### config.mk
export PLATFORM = sky130hd
export DESIGN_NAME = flash_logger
export DESIGN_NICKNAME = d
export VERILOG_FILES = /design/src/rtl/flash_logger_pkg.sv /design/src/rtl/flash_logger_fifo.sv /design/src/rtl/flash_logger.sv
export SDC_FILE = /design/constraint.sdc
export NUM_CORES = 1
export LEC_CHECK = 0
export ABC_AREA = 1
export CORE_MARGIN = 10
export CORE_UTILIZATION = 35
export DETAILED_ROUTE_END_ITERATION = 12
export PLACE_DENSITY = 0.62
export SYNTH_ARGS = -nofsm -noshare
export SYNTH_HDL_FRONTEND = slang
export SYNTH_HIERARCHICAL = 1
export SYNTH_SLANG_ARGS = --single-unit
export TNS_END_PERCENT = 5
### constraint.sdc
create_clock -name wb_clk_i -period 2.5 [get_ports wb_clk_i]
set_input_delay 0.5 -clock wb_clk_i [delete_from_list [all_inputs] [get_ports wb_clk_i]]
set_output_delay 0.5 -clock wb_clk_i [all_outputs]
set_load 0.02 [all_outputs]
### src/rtl/flash_logger_pkg.sv
// flash_logger_pkg: bus FSM state encoding and default flash address window for flash_logger.
package flash_logger_pkg;
    typedef enum logic [1:0] {
        IDLE   = 2'd0,
        WRITE  = 2'd1,
        GAP    = 2'd2,
        VERIFY = 2'd3
    } state_t;
    localparam logic [15:0] DEFAULT_BASE  = 16'd64;
    localparam logic [15:0] DEFAULT_LIMIT = 16'hFFFF;
endpackage

### src/rtl/flash_logger_fifo.sv
// flash_logger_fifo: synchronous first-word-fall-through FIFO with flush; depth 2**AW.
module flash_logger_fifo #(
    parameter int AW = 4,
    parameter int W  = 16
) (
    input  logic         clk,
    input  logic         rst,
    input  logic         flush,
    input  logic         push,
    input  logic         pop,
    input  logic [W-1:0] din,
    output logic [W-1:0] head,
    output logic         full,
    output logic         empty
);
    logic [W-1:0] mem [2**AW];
    logic [AW:0]  wp, rp;
    assign empty = wp == rp;
    assign full  = (wp[AW] != rp[AW]) && (wp[AW-1:0] == rp[AW-1:0]);
    assign head  = mem[rp[AW-1:0]];
    always_ff @(posedge clk or posedge rst)
        if (rst) begin
            wp <= '0;
            rp <= '0;
        end else if (flush) begin
            wp <= '0;
            rp <= '0;
        end else begin
            wp <= wp + {{AW{1'b0}}, push && !full};
            rp <= rp + {{AW{1'b0}}, pop && !empty};
        end
    always_ff @(posedge clk)
        if (push && !full && !flush) mem[wp[AW-1:0]] <= din;
endmodule

### src/rtl/flash_logger.sv
// flash_logger: buffers a 16-bit sample stream and writes it to consecutive flash words over
// Wishbone; defining FLASH_LOGGER_VERIFY_EN adds a read-back check after every write.
module flash_logger
    import flash_logger_pkg::*;
#(
    parameter logic [15:0] BASE_ADDR  = DEFAULT_BASE,
    parameter logic [15:0] LIMIT_ADDR = DEFAULT_LIMIT,
    parameter int          FIFO_AW    = 4
) (
    input  logic        wb_clk_i,
    input  logic        wb_rst_i,
    input  logic        enable_i,
    input  logic        clear_i,
    input  logic [15:0] sample_i,
    input  logic        sample_vld_i,
    output logic        wbm_cyc_o,
    output logic        wbm_stb_o,
    output logic        wbm_we_o,
    output logic [15:0] wbm_adr_o,
    output logic [15:0] wbm_dat_o,
    input  logic [15:0] wbm_dat_i,
    input  logic        wbm_ack_i,
    output logic [15:0] wr_ptr_o,
    output logic        region_full_o,
    output logic        overflow_o,
    output logic        busy_o,
    output logic        verify_err_o
);
    state_t      state;
    logic        clear_pend, apply_clear, push, start, fifo_full, fifo_empty;
    logic [15:0] head;
    // a clear never cuts a transaction short: it waits until the bus is between cycles
    assign apply_clear = (state == IDLE || state == GAP) && (clear_i || clear_pend);
    assign push        = sample_vld_i && !fifo_full && !region_full_o && !apply_clear;
    assign start       = state == IDLE && enable_i && !fifo_empty && !region_full_o && !apply_clear;
    assign busy_o      = state != IDLE || !fifo_empty;
    flash_logger_fifo #(.AW(FIFO_AW), .W(16)) u_fifo (
        .clk   (wb_clk_i),
        .rst   (wb_rst_i),
        .flush (apply_clear),
        .push  (push),
        .pop   (start),
        .din   (sample_i),
        .head  (head),
        .full  (fifo_full),
        .empty (fifo_empty)
    );
    always_ff @(posedge wb_clk_i or posedge wb_rst_i)
        if (wb_rst_i) begin
            state         <= IDLE;
            clear_pend    <= 1'b0;
            wbm_cyc_o     <= 1'b0;
            wbm_stb_o     <= 1'b0;
            wbm_we_o      <= 1'b0;
            wbm_adr_o     <= '0;
            wbm_dat_o     <= '0;
            wr_ptr_o      <= BASE_ADDR;
            region_full_o <= 1'b0;
            overflow_o    <= 1'b0;
        end else begin
            if (sample_vld_i && !push && !apply_clear) overflow_o <= 1'b1;
            if (clear_i && !apply_clear) clear_pend <= 1'b1;
            case (state)
                IDLE: if (start) begin
                    wbm_cyc_o <= 1'b1;
                    wbm_stb_o <= 1'b1;
                    wbm_we_o  <= 1'b1;
                    wbm_adr_o <= wr_ptr_o;
                    wbm_dat_o <= head;
                    state     <= WRITE;
                end
                WRITE: if (wbm_ack_i) begin
                    wbm_cyc_o     <= 1'b0;
                    wbm_stb_o     <= 1'b0;
                    wbm_we_o      <= 1'b0;
                    wr_ptr_o      <= (wr_ptr_o == LIMIT_ADDR) ? wr_ptr_o : wr_ptr_o + 16'd1;
                    region_full_o <= region_full_o || wr_ptr_o == LIMIT_ADDR;
`ifdef FLASH_LOGGER_VERIFY_EN
                    state         <= VERIFY;
`else
                    state         <= GAP;
`endif
                end
`ifdef FLASH_LOGGER_VERIFY_EN
                VERIFY: if (!wbm_cyc_o) begin
                    wbm_cyc_o <= 1'b1;
                    wbm_stb_o <= 1'b1;
                end else if (wbm_ack_i) begin
                    wbm_cyc_o <= 1'b0;
                    wbm_stb_o <= 1'b0;
                    state     <= GAP;
                end
`endif
                default: state <= IDLE;
            endcase
            if (apply_clear) begin
                clear_pend    <= 1'b0;
                wr_ptr_o      <= BASE_ADDR;
                region_full_o <= 1'b0;
                overflow_o    <= 1'b0;
            end
        end
`ifdef FLASH_LOGGER_VERIFY_EN
    always_ff @(posedge wb_clk_i or posedge wb_rst_i)
        if (wb_rst_i) verify_err_o <= 1'b0;
        else if (apply_clear) verify_err_o <= 1'b0;
        else if (state == VERIFY && wbm_cyc_o && wbm_ack_i && wbm_dat_i != wbm_dat_o) verify_err_o <= 1'b1;
`else
    logic unused_dat;
    assign unused_dat   = ^wbm_dat_i;
    assign verify_err_o = 1'b0;
`endif
endmodule

==> qor.txt, run 1 <==
most frequent cells in the layout: nand2_1 (344), edfxtp_1 (256), nor2_1 (139)
largest net degree at the start of global routing: 115
commonest non-fill, non-tap cell in the layout: nand2_1
sequential group share of total power: 47.7%
Slew HR: 34.11%
actual slew at the worst max-slew pin: 988.3 ps
hold_buf cts: 0
final antenna-violating net count: 0
P&R area growth vs syn: 19.18%
P_leak: 6.210 nW
cell accounting for the most synthesized area: edfxtp_1
clock power share: 33.6%
share of post-route cells with drive strength above 1: 12.26%
antenna violations before repair: 0
Reg2Reg Setup Slack: 180 ps
IO Pins: 93
combinational group share of total power: 18.7%
cts bufs inserted: 31
worst hold slack: 284.8 ps
Routed WL: 34610 µm
Synthesized Nets: 1316
die width: 218.2 µm
Final Max Tran Viols: 0
port bufs: 75
DRT Pass-1 Iters: 5
period utilization: 94.27%
run status: completed
Worst Setup Start Kind: register
CP Class: reg -> out
vias in the first global route: 8862
Mean Syn Cell Area: 10.80 µm²
dpl hpwl: 22430 µm
ANT cells: 0
Post-Syn Area: 13740 µm²
final setup margin: 143.3 ps
Max IR drop VDD: 0.0006042 V
site row count: 72
Synth area leaders: edfxtp_1 (56%), dfrtp_1 (11%), nand2_1 (9.4%), nand3_1 (4.3%), nor2_1 (4.0%)
Placer Congestion: 0.8306
Max-Cap Viols: 0
Starting DRT DRC Count: 905
Post-Synthesis Cells: 1273
die height: 218.2 µm
DRC errors left: 0
Congestion Overflow GR: 0
unrepaired setup endpoints after global routing: false
# setup viols final: 0
Fin Clk Skew: 8.496 ps
CTS clk-pin slew, worst paths: 60 ps
Net Sw Power: 3.756 mW
Yosys top cell area share: 55.94%
H-Tree Depth: 1
Place WS: 106.5 ps
fillcell total: 3629
critical path endpoint category: output pin
P per Cell Area: 803.5 nW/µm²
worst path required time: 2000 ps
crit path time final: 2357 ps
Clk Latency, worst-skew pair: 570 ps
post-synthesis sequential area ratio: 67.60%
Clock Path Buffers: 3
final hold vios: 0
first-pass GRT wire length: 52670 µm
Yosys cell types: 35
setup bufs post-CTS: 0
Initial Utilization: 35.48%
Root Driver: clkbuf_16
crit-path max FO: 4
Total GRT Usage: 14.09%
detailed-route wire length per cell: 18.01 µm
post-layout net count: 1422
Peak Freq: 0.4243 GHz
Num Clock Sinks: 320
Crit path arrival time: 1860 ps
Sw Share: 28.54%
core area: 38740 µm²
via density per instance: 4.857
Via Count: 9330
CTS tree: yes
Internal: 9.404 mW
CTS resizes: 4
Ys Warns: 6
die area: 47590 µm²
#FFs+latches synth: 320
HP Class: in -> async
-- power by group through the flow --
stage | Sequential (mW) | Clock (mW) | Combinational [mW]
final | 6.27 | 4.43 | 2.46
after detailed placement | 6.38 | 0 | 2.49
after floorplan | 6.55 | 0 | 1.30
after global routing | 6.30 | 4.72 | 2.69
after CTS | 6.27 | 4.52 | 2.48
after global placement | 6.38 | 0 | 2.46
-- synthesized netlist by cell type (all sizes together) --
cell type  number
a21oi          10
nand4           8
inv            93
ha              5
nand2         349
dfrtp          63
conb            1
o22ai           1
dfstp           1
nor2          159
buf            56
nand3b          1
o21ai          88
xnor2           1
nand3         120
o211ai         42
clkbuf         12
edfxtp        256
or2             2
xor2            5
-- registers in the layout (all words and copies together) (netlist names) --
signal,flops
overflow_o,1
state,2
wbm_adr_o,16
wbm_dat_o,16
u_fifo/wp,5
region_full_o,1
u_fifo/rp,5
wbm_we_o,1
wr_ptr_o,16
u_fifo/mem,256
clear_pend,1
-- per-stage QoR --
stage	instances	utilization, %	instance area (µm²)	TNS, ps	total power, mW
floorplan	1273	-	13740	-457.3	7.849
global placement	1864	39.83	15430	0	8.833
detailed placement	1864	39.83	15430	0	8.871
CTS	1921	42.25	16370	0	13.27
global route	1921	42.28	16380	0	13.71
finish	1921	42.28	16380	0	13.16
-- final cells by class --
| type | count | area, µm² | share of cell area [%] |
|---|---|---|---|
| timing repair buffer | 141 | 1445 | 8.823 |
| clock buffer | 36 | 794.5 | 4.851 |
| sequential | 320 | 9299 | 56.77 |
| tap | 518 | 648.1 | 3.957 |
| inverter | 93 | 355.3 | 2.169 |
| clock inverter | 21 | 148.9 | 0.9090 |
| multi-input combinational | 792 | 3689 | 22.52 |
-- routing by layer --
layer,global-route usage (%),up-vias,wire length (µm)
met5,0,-,0
met4,2.962,0,694
met3,2.238,45,2244
met2,23.30,278,16250
met1,19.17,4499,15420
li1,-,4508,-
-- final timing paths --
check                                               from                   endpoint  cells past startpoint
worst max-delay path              u_fifo/rp[0]$_DFF_PP0_                     busy_o                      7
worst min-delay path                            wb_rst_i     u_fifo/rp[4]$_DFF_PP0_                      2
worst max register to register    u_fifo/rp[0]$_DFF_PP0_  wbm_dat_o[10]$_DFFE_PP0P_                      8
worst min register to register  wbm_dat_o[5]$_DFFE_PP0P_   wbm_dat_o[5]$_DFFE_PP0P_                      2
max in group asynchronous                       wb_rst_i   wbm_adr_o[4]$_DFFE_PP0P_                      3
min in group wb_clk_i           wbm_dat_o[5]$_DFFE_PP0P_   wbm_dat_o[5]$_DFFE_PP0P_                      2
-- logic make-up (layout without fill, tap and decap cells) --
logic type,Yosys count,after routing,share of synthesized area (%)
buffers and inverters,161,291,5.727
flip-flops,320,320,67.60
other,1,1,0.02729
adder cells (fa/ha/maj),5,5,0.4552
AO/OA/AOI/OAI,141,141,6.400
AND/OR/NAND/NOR,639,639,19.41
XOR/XNOR,6,6,0.3824
-- worst max-delay path: stages, from the launching register on --
cell and delay (ps):
dfrtp_4 510, nand2_1 80, nand2_1 60, nor2_2 130
nand2_1 110, nor2_2 120, nand2_1 90, buf_2 170
Note: power is estimated with default switching activity, not from simulation.
==> inputs of run 2 (changes only) <==
Settings changed: CORE_MARGIN 10 to default, SYNTH_HIERARCHICAL 1 to default.
==> qor.txt, run 2 <==
run status: completed
Post-Synthesis Cells: 1196 (-6.0%)
port bufs: 75 (unchanged)
Crit path arrival time: 1820 ps (-40 ps)
Clock Path Buffers: 3 (unchanged)
Yosys top cell area share: 58.22% (+2.3 points)
HP Class: in -> async
#FFs+latches synth: 320 (unchanged)
CP Buf/Inv Count: 2 (+1)
max FFs per register: 256 (unchanged)
Clk Latency, worst-skew pair: 530 ps (-40 ps)
Placer Congestion: 0.8295 (-0.13%)
crit path time final: 2320 ps (-36.66 ps)
Starting DRT DRC Count: 732 (-19%)
antenna violations before repair: 0 (unchanged)
Critical Path End: busy_o
Congestion Overflow GR: 0 (unchanged)
critical path endpoint category: output pin
final hold vios: 0 (unchanged)
storage element area: 9298 µm² (about the same)
crit-path max FO: 5 (+1)
ANT cells: 0 (unchanged)
max incr delay on CP: 410 ps (-100 ps)
period utilization: 92.80% (-1.5 points)
cell accounting for the most synthesized area: edfxtp_1
site row count: 70 (-2.8%)
Via Count: 8944 (-4.1%)
# setup viols final: 0 (unchanged)
DRC errors left: 0 (unchanged)
Slew HR: 43.05% (+8.9 points)
worst path required time: 2000 ps (about the same)
share of post-route cells with drive strength above 1: 9.970% (-2.3 points)
IO Pins: 93 (unchanged)
Worst Setup Start Kind: register
via density per instance: 4.893 (+0.74%)
Initial Utilization: 35.81% (+0.33 points)
worst hold slack: 271.3 ps (-13.53 ps)
die area: 38510 µm² (-19%)
post-layout net count: 1342 (-5.6%)
detailed-route wire length per cell: 16.95 µm (-5.9%)
crit-path leading delay family: simple AND/OR/NAND/NOR gates
fillcell total: 3399 (-6.3%)
die height: 196.2 µm (-10%)
H-Tree Depth: 2 (+1)
Num Clock Sinks: 320 (unchanged)
DRT Pass-1 Iters: 5 (unchanged)
largest net degree at the start of global routing: 129 (+12%)
Yosys cell types: 26 (-26%)
CTS clk-pin slew, worst paths: 60 ps (about the same)
RR Startpoint: u_fifo.rp[1]$_DFF_PP0_
asr flop ratio synth: 20.00% (unchanged)
commonest non-fill, non-tap cell in the layout: nand2_1
CP Depth: 7 (unchanged)
multi-input combinational cell area: 3486 µm² (-5.5%)
most frequent cells in the layout: nand2_1 (426), edfxtp_1 (256), nand3_1 (131)
Mean Syn Cell Area: 11.04 µm² (+2.3%)
final std cells w/o fill: 1828 (-4.8%)
CP Class: reg -> out
hold_buf cts: 0 (unchanged)
Max IR drop VDD: 0.0004605 V (-24%)
Post-Syn Area: 13200 µm² (-3.9%)
CP startpoint: u_fifo.wp[1]$_DFF_PP0_
P per Cell Area: 900.0 nW/µm² (+12%)
Top FF cell, synth: edfxtp_1
CTS tree: yes
Max-Cap Viols: 0 (unchanged)
worst path cell trace: inv_1, nand2_1, nand2_1, nor2_1, nand3b_1, nand3b_1, buf_2
Synth area leaders: edfxtp_1 (58%), nand2_1 (12%), dfrtp_1 (12%), nand3_1 (5.0%), a21oi_1 (2.6%)
Post-synth top cells: nand2_1 (426), edfxtp_1 (256), nand3_1 (131)
Total GRT Usage: 16.54% (+2.5 points)
post-route cell area: 16120 µm² (-1.6%)
Synthesized Nets: 1239 (-5.9%)
dpl hpwl: 19850 µm (-12%)
Post-Place Cell Area: 14900 µm² (-3.4%)
overall power: 14.51 mW (+10%)
die width: 196.2 µm (-10%)
P_leak: 6.108 nW (-1.6%)
actual slew at the worst max-slew pin: 853.3 ps (-135.1 ps)
vias in the first global route: 8616 (-2.8%)
slowest stage cell, crit path: dfrtp_2
Routed WL: 30990 µm (-10%)
first-pass GRT wire length: 49050 µm (-6.9%)
P&R area growth vs syn: 22.09%
Root Driver: clkbuf_16
Post-synth EDFFs: 256 (unchanged)
Reg2Reg Setup Slack: 370 ps (+190 ps)
core area: 36870 µm² (-4.8%)
r2r worst-path depth: 7 (-1)
Inst Count DP: 1760 (-5.6%)
Final Max Tran Viols: 0 (unchanged)
Ys Warns: 0 (-6)
Fin Clk Skew: 18.93 ps (+10.43 ps)
final antenna-violating net count: 0 (unchanged)
count leader, synth: nand2_1
Peak Freq: 0.4310 GHz (+1.6%)
unrepaired setup endpoints after global routing: false
reg-to-reg endpoint: wbm_dat_o[6]$_DFFE_PP0P_
TNS Setup: 0 ps (unchanged)
cts bufs inserted: 35 (+13%)
post-synthesis sequential area ratio: 70.36% (+2.8 points)
-- run 2: cell types whose count changed after synthesis, sizes merged, moves of 4 or more --
cell / before / now
nand2: 349 / 426
nand3b: 1 / 34
inv: 93 / 44
xor2: 5 / 9
o211ai: 42 / 0
a21oi: 10 / 69
o21ai: 88 / 32
nand3: 120 / 132
nor2: 159 / 54
buf: 56 / 38
clkbuf: 12 / 22
-- run 2: cell families (layout without fill, tap and decap cells) --
logic type,count (synthesis),count (layout),share of synthesized area (%)
compound gates,103,103,3.970
xor+xnor,9,9,0.5970
fa+ha+maj,5,5,0.4738
other cells,1,1,0.02840
buf+inv,104,232,3.563
simple gates,654,654,21.01
flops,320,320,70.36
-- run 2: cell type report --
cell class | count | area share [%]
clock buffer | 41 | 5.635
clock inverter | 21 | 1.645
inverter | 44 | 1.032
multi-input combinational | 772 | 21.62
sequential | 320 | 57.68
tap | 504 | 3.912
timing repair buffer | 126 | 8.476
-- run 2: timing repair --
item | 4_1_cts | 5_1_grt
setup buffers | 1 | 5
endpoints found under the setup margin | 1 | 1
resized for setup | 5 | 2
pin swaps | 1 | 1
-- run 2: how the worst min path moves through the flow --
stage / startpoint / endpoint / slack (ps) / cells past startpoint
after global routing: wb_rst_i / wr_ptr_o[2]$_DFFE_PP0P_ / 320 / 2
after floorplan: u_fifo.wp[4]$_DFF_PP0_ / u_fifo.wp[4]$_DFF_PP0_ / 450 / 1
after CTS: wb_rst_i / wbm_dat_o[13]$_DFFE_PP0P_ / 270 / 2
final: wb_rst_i / wbm_dat_o[13]$_DFFE_PP0P_ / 270 / 2
after detailed placement: wbm_dat_o[4]$_DFFE_PP0P_ / wbm_dat_o[4]$_DFFE_PP0P_ / 460 / 2
after global placement: wbm_adr_o[6]$_DFFE_PP0P_ / wbm_adr_o[6]$_DFFE_PP0P_ / 460 / 2
-- run 2: per-layer routing --
metal	vias to the layer above	routed length (µm)	global-route usage [%]
met1	4350	14730	24.46
met2	261	13940	25.32
met5	-	0	0
met4	0	515	4.340
li1	4296	-	-
met3	37	1797	2.510
-- run 2: through the flow --
stage / setup slack (ps) / utilization (%)
floorplan: 126.0 / -
detailed placement: -50.15 / 40.42
CTS: 35.06 / 43.63
global route: 75.40 / 43.72
global placement: -106.5 / 40.42
finish: 180.0 / 43.72
-- run 2: where the power goes --
group / internal [mW] / total, mW / switching [mW]
sequential: 6.06 / 6.23 / 0.169
combinational: 0.978 / 3.05 / 2.07
clock: 3.15 / 5.23 / 2.08
total: 10.2 / 14.5 / 4.32
==> inputs of run 3 (changes only) <==
Settings changed: SLEW_MARGIN from default to 5.
==> results of run 3 <==
Same layout as run 2: the final DEF is identical, and so are final timing and power.
